## src/rtl/player_shot_ctl.sv

```systemverilog
// Single-slot player missile controller: launch on fire edge, climb on the
// movement tick, retire on hit or at the top edge, then wait out a cooldown.
module player_shot_ctl #(
    parameter int unsigned PLAYER_WIDTH   = 32,
    parameter int unsigned SHOT_WIDTH     = 2,
    parameter int unsigned SHOT_HEIGHT    = 8,
    parameter int unsigned PLAYER_Y       = 700,
    parameter int unsigned SHOT_SPEED     = 4,
    parameter int unsigned TICK_DELAY     = 250000,
    parameter int unsigned COOLDOWN_TICKS = 20
) (
    input  logic        clk,
    input  logic        rst,
    input  logic        button_fire,
    input  logic [11:0] player_xpos,
    input  logic        hit,
    output logic        shot_active,
    output logic [11:0] shot_xpos,
    output logic [11:0] shot_ypos,
    output logic        shot_fired
);

    typedef enum logic [1:0] {
        IDLE,
        FLY,
        COOLDOWN
    } state_t;

    localparam logic [11:0] X_OFFSET = 12'(PLAYER_WIDTH / 2) - 12'(SHOT_WIDTH / 2);
    localparam logic [11:0] LAUNCH_Y = 12'(PLAYER_Y - SHOT_HEIGHT);
    localparam logic [11:0] SPEED    = 12'(SHOT_SPEED);

    state_t      state_q, state_d;
    logic [31:0] tick_cnt_q, tick_cnt_d;
    logic [31:0] cd_cnt_q, cd_cnt_d;
    logic        button_q;
    logic        active_q, active_d;
    logic [11:0] xpos_q, xpos_d;
    logic [11:0] ypos_q, ypos_d;
    logic        fired_q, fired_d;
    logic        tick;
    logic        fire_req;

    always_comb begin
        tick       = (tick_cnt_q == TICK_DELAY);
        tick_cnt_d = tick ? '0 : tick_cnt_q + 32'd1;
    end

    assign fire_req = button_fire & ~button_q;

    always_comb begin
        state_d  = state_q;
        cd_cnt_d = cd_cnt_q;
        active_d = active_q;
        xpos_d   = xpos_q;
        ypos_d   = ypos_q;
        fired_d  = 1'b0;

        case (state_q)
            IDLE: begin
                active_d = 1'b0;
                if (fire_req) begin
                    state_d  = FLY;
                    active_d = 1'b1;
                    fired_d  = 1'b1;
                    xpos_d   = player_xpos + X_OFFSET;
                    ypos_d   = LAUNCH_Y;
                end
            end
            FLY: begin
                // A hit wins over a tick landing in the same cycle.
                if (hit || (tick && ypos_q <= SPEED)) begin
                    state_d  = COOLDOWN;
                    active_d = 1'b0;
                    cd_cnt_d = '0;
                end else if (tick) begin
                    ypos_d = ypos_q - SPEED;
                end
            end
            COOLDOWN: begin
                if (cd_cnt_q >= COOLDOWN_TICKS) begin
                    state_d = IDLE;
                end else if (tick) begin
                    cd_cnt_d = cd_cnt_q + 32'd1;
                end
            end
            default: begin
                state_d  = IDLE;
                active_d = 1'b0;
            end
        endcase
    end

    always_ff @(posedge clk) begin
        if (rst) begin
            state_q    <= IDLE;
            tick_cnt_q <= '0;
            cd_cnt_q   <= '0;
            // Held high so a button pressed across reset does not launch.
            button_q   <= 1'b1;
            active_q   <= 1'b0;
            xpos_q     <= '0;
            ypos_q     <= '0;
            fired_q    <= 1'b0;
        end else begin
            state_q    <= state_d;
            tick_cnt_q <= tick_cnt_d;
            cd_cnt_q   <= cd_cnt_d;
            button_q   <= button_fire;
            active_q   <= active_d;
            xpos_q     <= xpos_d;
            ypos_q     <= ypos_d;
            fired_q    <= fired_d;
        end
    end

    assign shot_active = active_q;
    assign shot_xpos   = xpos_q;
    assign shot_ypos   = ypos_q;
    assign shot_fired  = fired_q;

endmodule

```

## config.mk

```make
export PLATFORM = sky130hd
export DESIGN_NAME = player_shot_ctl
export DESIGN_NICKNAME = d
export VERILOG_FILES = /design/src/rtl/player_shot_ctl.sv
export SDC_FILE = /design/constraint.sdc
export NUM_CORES = 1
export LEC_CHECK = 0
export CAP_MARGIN = 5
export CORE_MARGIN = 2
export CORE_UTILIZATION = 60
export CTS_CLUSTER_SIZE = 40
export DETAILED_ROUTE_END_ITERATION = 7
export PLACE_DENSITY_LB_ADDON = 0.05
export REMOVE_ABC_BUFFERS = 1
export SETUP_SLACK_MARGIN = 0.5
export SYNTH_ARGS = -nofsm -noshare
export SYNTH_HDL_FRONTEND = slang
export SYNTH_SLANG_ARGS = --single-unit
```

## constraint.sdc

```tcl
create_clock -name clk -period 4.4 [get_ports clk]
set_clock_uncertainty 0.05 [all_clocks]
set_input_delay 0.44 -clock clk [delete_from_list [all_inputs] [get_ports clk]]
set_output_delay 0.44 -clock clk [all_outputs]
set_load 0.02 [all_outputs]
```

Word level (Yosys, flattened, before mapping)
Index checks and enable logic that the tools add are counted.
Cells by class
  $add $sub $neg: 4
  $mul: 0
  div/mod/pow operators: 0
  magnitude comparators: 2
  eq/ne operators: 10
  shifts and indexed selects: 0
  multiplexer cells: 15
  bitwise operators: 4
  reduce and logical (&&, ||, !) cells: 12
Operator list (count)
  two-way mux 32 bit: 3
  adder 32 x 1 -> 32 bit, second input constant: 2
  one-hot mux 32 bit (2 select lines): 1
  two-way mux 12 bit: 3
  == test 32 x 18 -> 1 bit, second input constant: 1
  greater-or-equal comparator 32 x 5 -> 1 bit, second input constant: 1
  one-hot mux 12 bit (2 select lines): 1
  inequality test 2 bit, second input constant: 7
  adder 12 x 4 -> 12 bit, second input constant: 1
  <= comparator 12 x 3 -> 1 bit, second input constant: 1
  subtractor 12 x 3 -> 12 bit, second input constant: 1
  AND reduction 4 bit: 2
  two-way mux 2 bit: 3
  one-hot mux 2 bit (3 select lines): 1
  AND reduction 2 bit: 2
  nonzero test 2 bit: 2
  OR reduction 2 bit: 2
  NOT 1 bit: 3
  one-hot mux 1 bit (3 select lines): 1
  AND reduction 3 bit: 1
  == test 2 x 1 -> 1 bit, second input constant: 1
  == test 2 bit, second input constant: 1
  zero test 2 bit: 1
  two-way mux 1 bit: 2
  3 further kinds: 3
Storage, ports and cells
  flip-flop bits (word level): 93
  bits in latches: 0
  bits in writable memories: 0
  bits in read-only memories: 0
  input bits: 16
  output and inout port bits: 26
  logic and storage cells: 55
  memories: 0

Depth between registers and ports, before layout
Gate-level depths: netlist (run 1).
  depth after elaboration: 5
  depth in mapped cells: 9

Worst setup path after synthesis (run 1)
Ideal clock, no wire load.
  path kind: register -> register
  start: register ypos_q[4] (netlist: shot_ypos[4])
  end: register cd_cnt_q[10]
  setup time: 115 ps
  arrival: 1801 ps
  path slack: 2434 ps
  stages on the path, launching flop included: 7
  clock period less this slack: 1966 ps
  path through: dfxtp_1 > nor4_1 > o2111ai_1 > nor3_1 > a21oi_1 > clkbuf_1 > and2_1
Between the ends
  longest elaborated chain between the ends: 5
Ends and longest elaborated chain
  start, declared: line 39  | logic [11:0] ypos_q, ypos_d;
  start signal, assigned: line 112  | ypos_q <= ypos_d;
  <= comparator 12 x 3 -> 1 bit: line 72  | if (hit || (tick && ypos_q <= SPEED)) begin
  logical AND 1 bit: line 72
  logical OR 1 bit: line 72
  inequality test 2 bit (no source line)
  AND reduction 4 bit (no source line)
  end signal, assigned: line 108  | cd_cnt_q <= cd_cnt_d;
  end, declared: line 35  | logic [31:0] cd_cnt_q, cd_cnt_d;
Every way passes these cells.
A chain may end at the register's enable or synchronous reset.

Worst setup path in the final report (run 1)
  start: register tick_cnt_q[0]
  end: register ypos_q[7] (netlist: shot_ypos[7])
Between the ends
  longest elaborated chain between the ends: 5
  elaborated cells between the ends (all ways): 6
  classes of those cells: eq/ne (3); reduce/logical (3)
Ends and longest elaborated chain
  start, declared: line 34  | logic [31:0] tick_cnt_q, tick_cnt_d;
  start signal, assigned: line 107  | tick_cnt_q <= tick_cnt_d;
  == test 32 x 18 -> 1 bit *: line 45  | tick = (tick_cnt_q == TICK_DELAY);
  logical AND 1 bit: line 72
  logical OR 1 bit: line 72
  inequality test 2 bit (no source line)
  AND reduction 4 bit (no source line) *
Every way passes the cells marked *; elsewhere a longest branch is shown, timed or not.

==> flow_summary.json, run 1 <==
{
  "status": "complete, no violations",
  "seq_area_mm2": 0.001822,
  "slowest_delay_ns": 0.86,
  "via_count": 2977,
  "ir_drop_mv": 0.2270,
  "initial_utilization_pct": 61.55,
  "drive_gt1_share_pct": 7.066,
  "pin_count": 42,
  "start_kind": "flip-flop",
  "path_cells": "inv_1 -> ha_1 -> nor4b_1 -> nand4_1 -> nor4b_2 -> nand4b_1 -> xor2_1 -> a21oi_1",
  "setup_slack_ns": 1.842,
  "cts-root-buf": "clkbuf_8",
  "p_per_area_mw_per_mm2": 337.0,
  "finalSetupTns_ns": 0,
  "clock-sinks": 91,
  "drv_cap": 0,
  "grt_use_total_pct": 21.30,
  "timing.rr.start": "tick_cnt_q[0]",
  "cts_max_path_buffers": 2,
  "insertion_delay_ns": 0.35,
  "postCtsSetupBuffers": 0,
  "grt_max_degree": 33,
  "synth_seq_area_share_pct": 47.15,
  "cts_buffers": 9,
  "period_minus_slack_ns": 2.558,
  "ctsResizeCount": 0,
  "cts_tree": "yes",
  "period_share_pct": 58.13,
  "grt_setup_unrepaired": "no",
  "p_leak_nw": 1.641,
  "gr-total-overflow": 0,
  "wl_per_cell_um": 12.97,
  "multi_input_area_mm2": 0.001923,
  "synthCells": 424,
  "insertedDiodeCount": 0,
  "grt_first_pass_wirelength_um": 12420,
  "fp.dieH_um": 84.25,
  "syn_area_mm2": 0.003864,
  "drv_slew": 0,
  "clock.fmax_mhz": 391.0,
  "synth_flop_cell": "dfxtp_1",
  "cts_hold_buf": 0,
  "synth.avg_cell_area_um2": 9.113,
  "cp_slowest_cell": "nor4b_2",
  "final_nets": 485,
  "routed_wl_um": 7056,
  "pre_cts_ws_ns": 1.878,
  "worstMarginPinSlew_ns": 0.9127,
  "holdWs_ns": 0.4129,
  "crit_type": "flip-flop to flip-flop",
  "cp.arrival_ns": 2.79,
  "h-tree-depth": 3,
  "initialDrtViolationCount": 138,
  "yosys_warnings": 0,
  "antenna_left": 0,
  "clk_pin_slew_worst_paths_ns": 0.09,
  "via_per_inst": 5.472,
  "cp-end-kind": "flip-flop",
  "worstHoldPathType": "flip-flop to flip-flop",
  "async_reset_ff_share_pct": 0,
  "layout_common_cells": "dfxtp_1, nor2_1, clkdlybuf4s50_1, and2_1, xnor2_1",
  "hold_viol": 0,
  "syn2layout_area_growth_pct": 16.68,
  "fp-row-count": 29,
  "num-fill-cells": 498,
  "synth_edf_count": 0,
  "final_common_cell": "dfxtp_1",
  "critPathRequiredTime_ns": 4.64,
  "drc_errors": 0,
  "ys_types": 48,
  "grt_pass1_vias": 2883,
  "globalplace.congestion": 0.7938,
  "setup_violations": 0,
  "slew-limit-headroom_pct": 38.99,
  "hpwl_um": 5035,
  "dr.pass1.iters": 4,
  "min-delay-start": "cd_cnt_q[16]",
  "core_mm2": 0.006277,
  "io_buffers": 39,
  "fin_total_pwr_w": 0.001519,
  "yosys_register_bits": 91,
  "crit_start": "tick_cnt_q[0]",
  "die_area_mm2": 0.007097,
  "cp_max_fo": 11,
  "die_x_um": 84.25,
  "antenna_found_initial": 0
}
[Yosys cell counts (all sizes together) (2+ instances only)]
| cell | n | share of area [%] |
|---|---|---|
| nand2 | 19 | 1.8 |
| a21o | 2 | 0.39 |
| or3 | 7 | 1.1 |
| clkbuf | 12 | 1.2 |
| nand2b | 5 | 0.81 |
| and4 | 3 | 0.74 |
| nand4 | 15 | 3.0 |
| nor3 | 18 | 2.5 |
| or2 | 3 | 0.49 |
| o21ai | 9 | 1.2 |
| o31ai | 2 | 0.39 |
| nand3 | 20 | 2.6 |
| xnor2 | 21 | 4.8 |
| xor2 | 20 | 4.5 |
| nand3b | 2 | 0.39 |
| o21bai | 2 | 0.39 |
| dfxtp | 91 | 47 |
| nor2b | 3 | 0.49 |
| a311oi | 3 | 0.68 |
| and3 | 4 | 0.65 |
| a21oi | 14 | 1.8 |
| or4 | 2 | 0.39 |
| mux2i | 3 | 0.78 |
| nor2 | 55 | 5.4 |
| inv | 13 | 1.3 |
| and2 | 28 | 4.5 |
| a211oi | 8 | 1.6 |
| nor4b | 5 | 1.3 |
| ha | 7 | 2.3 |
| buf | 5 | 1.0 |
| nor3b | 2 | 0.39 |
| nor4 | 14 | 2.7 |
[per-stage QoR]
step           std cells  utilization, %  cell area [um^2]
3_5_place_dp         528           68.67              4310
5_1_grt              544           71.82              4508
2_1_floorplan        408               -              3784
6_report             544           71.82              4508
4_1_cts              544           71.82              4508
3_3_place_gp         528           68.67              4310
[cell families (layout without fill, tap and decap cells)]
| family | count (synthesis) | after routing | synth area share [%] |
|---|---|---|---|
| compound gates | 42 | 42 | 6.800 |
| xor+xnor | 41 | 41 | 9.294 |
| fa+ha+maj | 7 | 7 | 2.267 |
| buf+inv | 30 | 72 | 3.432 |
| flops | 91 | 91 | 47.15 |
| mux | 3 | 3 | 0.7772 |
| other cells | 1 | 2 | 0.09706 |
| simple gates | 209 | 209 | 30.18 |
[worst max-delay path: cells and delay by family (launching register included)]
family                   cells  cell delay [ns]
flip-flops                   1             0.34
buffers and inverters        1             0.06
AO/OA/AOI/OAI                1             0.14
XOR/XNOR                     1             0.19
adder cells (fa/ha/maj)      1             0.13
AND/OR/NAND/NOR              4             1.59
[area by class of cell]
cell class                      instances  area share, %
Clock inverter                          7          1.638
Timing Repair Buffer                   43          9.326
Multi-Input combinational cell        304          42.66
Sequential cell                        91          40.41
Tap cell                               77          2.137
Inverter                               13          1.082
Clock buffer                            9          2.748
[metal layers]
metal  track usage, %  up-vias  wire length, um  part of all wire [%]
li1                 -     1540                -                     -
met1            26.62     1379             3315                    47
met2            35.43       49             3403                    48
met3            5.211        9              241                   3.4
met4            8.504        0               95                   1.3
met5                0        -                0                     0
[where the power goes]
group          internal (W)  leakage, nW  switching (W)
sequential         0.000835        0.736     0.00000988
clock              0.000265        0.100       0.000292
combinational     0.0000530        0.805      0.0000631
total               0.00115         1.64       0.000365
[sequential cells by signal, indices dropped and copies added (netlist names)]
name and cells:
shot_active 1, state_q 2, cd_cnt_q 32, shot_xpos 12, button_q 1, shot_fired 1, tick_cnt_q 32, shot_ypos 10
[worst paths after layout]
kind                            slack (ns)  cells after the start      endpoint
worst max-delay path                  1.84                      8  shot_ypos[7]
worst min-delay path                  0.41                      1  cd_cnt_q[16]
worst max register to register        1.84                      8  shot_ypos[7]
worst min register to register        0.41                      1  cd_cnt_q[16]
Note: power is estimated with default switching activity, not from simulation.
==> run 2: changes to the inputs <==
Settings changed: CORE_UTILIZATION 60 to 56.
Clock period 4.4 ns to 2.48 ns, I/O delays scaled along.
==> flow_summary.json, run 2 (synthesized netlist as in run 1, its figures left out) <==
{
  "status": "complete, no violations",
  "critPathRequiredTime_ns": 2.67,
  "insertedDiodeCount": 0,
  "via_per_inst": 5.443,
  "clock.fmax_mhz": 494.6,
  "cts_max_path_buffers": 2,
  "seq_area_mm2": 0.001838,
  "setup_slack_ns": 0.4583,
  "worst-r2r-setup-slack_ns": 0.46,
  "cts_tree": "yes",
  "cts_hold_buf": 0,
  "r2r_cells": 8,
  "pin_count": 42,
  "clockPowerShare_pct": 38.4,
  "p_sw_w": 0.0006468,
  "cts_buffers": 9,
  "p_sw_share_pct": 22.94,
  "period_minus_slack_ns": 2.022,
  "cp.arrival_ns": 2.21,
  "hold_viol": 0,
  "initialDrtViolationCount": 128,
  "place_inst": 533,
  "worstReg2RegEnd": "shot_ypos[11]",
  "cts-root-buf": "clkbuf_8",
  "dr.pass1.iters": 4,
  "fp-row-count": 30,
  "fin_cells": 555,
  "worstMarginPinSlew_ns": 0.5917,
  "cp-end-kind": "flip-flop",
  "antenna_left": 0,
  "globalplace.congestion": 0.8121,
  "drive_gt1_share_pct": 14.74,
  "routed_wl_um": 7361,
  "insertion_delay_ns": 0.35,
  "grt_use_total_pct": 20.05,
  "power_frac_seq_pct": 53.2,
  "combinationalPowerShare_pct": 8.3,
  "die_x_um": 87.07,
  "clock-sinks": 91,
  "whs_path_depth": 1,
  "pre_cts_ws_ns": 0.3455,
  "h-tree-depth": 3,
  "drc_errors": 0,
  "final_nets": 493,
  "finalSetupTns_ns": 0,
  "grt_setup_unrepaired": "yes",
  "ir_drop_mv": 0.4879,
  "layout_common_cells": "dfxtp_1, nor2_1, clkdlybuf4s50_1, and2_1, xnor2_1",
  "final_common_cell": "dfxtp_1",
  "grt_first_pass_wirelength_um": 12250,
  "drv_slew": 0,
  "num-fill-cells": 526,
  "crit_start": "tick_cnt_q[25]",
  "clk_pin_slew_worst_paths_ns": 0.09,
  "fp.dieH_um": 87.07,
  "via_count": 3021,
  "p_leak_nw": 1.745,
  "multi_input_area_mm2": 0.002067,
  "min-delay-start": "tick_cnt_q[0]",
  "holdWs_ns": 0.3919,
  "antenna_found_initial": 0,
  "syn2layout_area_growth_pct": 22.99,
  "die_area_mm2": 0.007580,
  "p_per_area_mw_per_mm2": 593.4,
  "period_share_pct": 81.52,
  "initial_utilization_pct": 57.50,
  "slew-limit-headroom_pct": 60.47,
  "grt_max_degree": 33,
  "worstHoldPathType": "flip-flop to flip-flop",
  "start_kind": "flip-flop",
  "timing.rr.start": "tick_cnt_q[25]",
  "setup_violations": 0,
  "io_buffers": 39,
  "core_mm2": 0.006719,
  "crit_type": "flip-flop to flip-flop",
  "drv_cap": 0,
  "internal_power_w": 0.002173,
  "grt_pass1_vias": 2743,
  "cp_max_fo": 6,
  "hold_end": "tick_cnt_q[0]",
  "hpwl_um": 4867,
  "gr-total-overflow": 0,
  "wl_per_cell_um": 13.26
}
==> run 2: per-stage QoR <==
step           utilization, %  power, W  area [um^2]
2_1_floorplan               -  0.001644         3784
3_3_place_gp            64.43  0.001741         4329
3_5_place_dp            64.43  0.001745         4329
4_1_cts                 69.42  0.002839         4664
5_1_grt                 70.73  0.002938         4752
6_report                70.73  0.002820         4752
==> run 2: worst max path at each step <==
stage / depth (start not counted) / slack, ns / to
final: 8 / 0.46 / shot_ypos[11]
after global routing: 10 / 0.34 / shot_ypos[11]
after CTS: 10 / 0.46 / shot_ypos[7]
after detailed placement: 7 / 0.35 / shot_xpos[10]
after global placement: 8 / 0.38 / cd_cnt_q[5]
after floorplan: 2 / -0.29 / shot_xpos[3]
==> run 2: repair_timing <==
action	in CTS	in global routing
gates resized for setup	20	23
pin swaps	3	9
setup endpoints to repair	51	74
cloned	1	0
endpoints found under the hold margin	0	0
setup buffers	5	0
==> run 2: final cells by class <==
cell class	count	share of cell area, %
Inverter	13	1.027
Timing Repair Buffer	51	10.14
Sequential cell	91	38.68
Clock inverter	5	1.790
Multi-Input combinational cell	304	43.50
Clock buffer	11	2.765
Tap cell	80	2.106
==> run 2: worst max-delay path, stage by stage, from the launching register on <==
cell     delay (ns)
dfxtp_1        0.37
nor4_2         0.33
nand4_1        0.17
buf_4          0.17
nor4b_4        0.27
buf_4          0.19
nand4_1        0.10
xnor2_1        0.20
nor2_1         0.07
==> run 2: power groups by stage <==
stage                     Combinational, W  Sequential, W  Clock, W
after detailed placement          0.000211        0.00153         0
after floorplan                  0.0000929        0.00155         0
after CTS                         0.000228        0.00150   0.00111
after global routing              0.000259        0.00151   0.00117
after global placement            0.000208        0.00153         0
final                             0.000235        0.00150   0.00108
==> run 2: metal layers <==
| layer | GRT usage (%) | wire length (um) | up-vias |
|---|---|---|---|
| met5 | 0 | 0 | - |
| met4 | 6.960 | 125 | 0 |
| met3 | 4.834 | 204 | 10 |
| met2 | 32.89 | 3529 | 44 |
| met1 | 25.79 | 3502 | 1414 |
| li1 | - | - | 1553 |
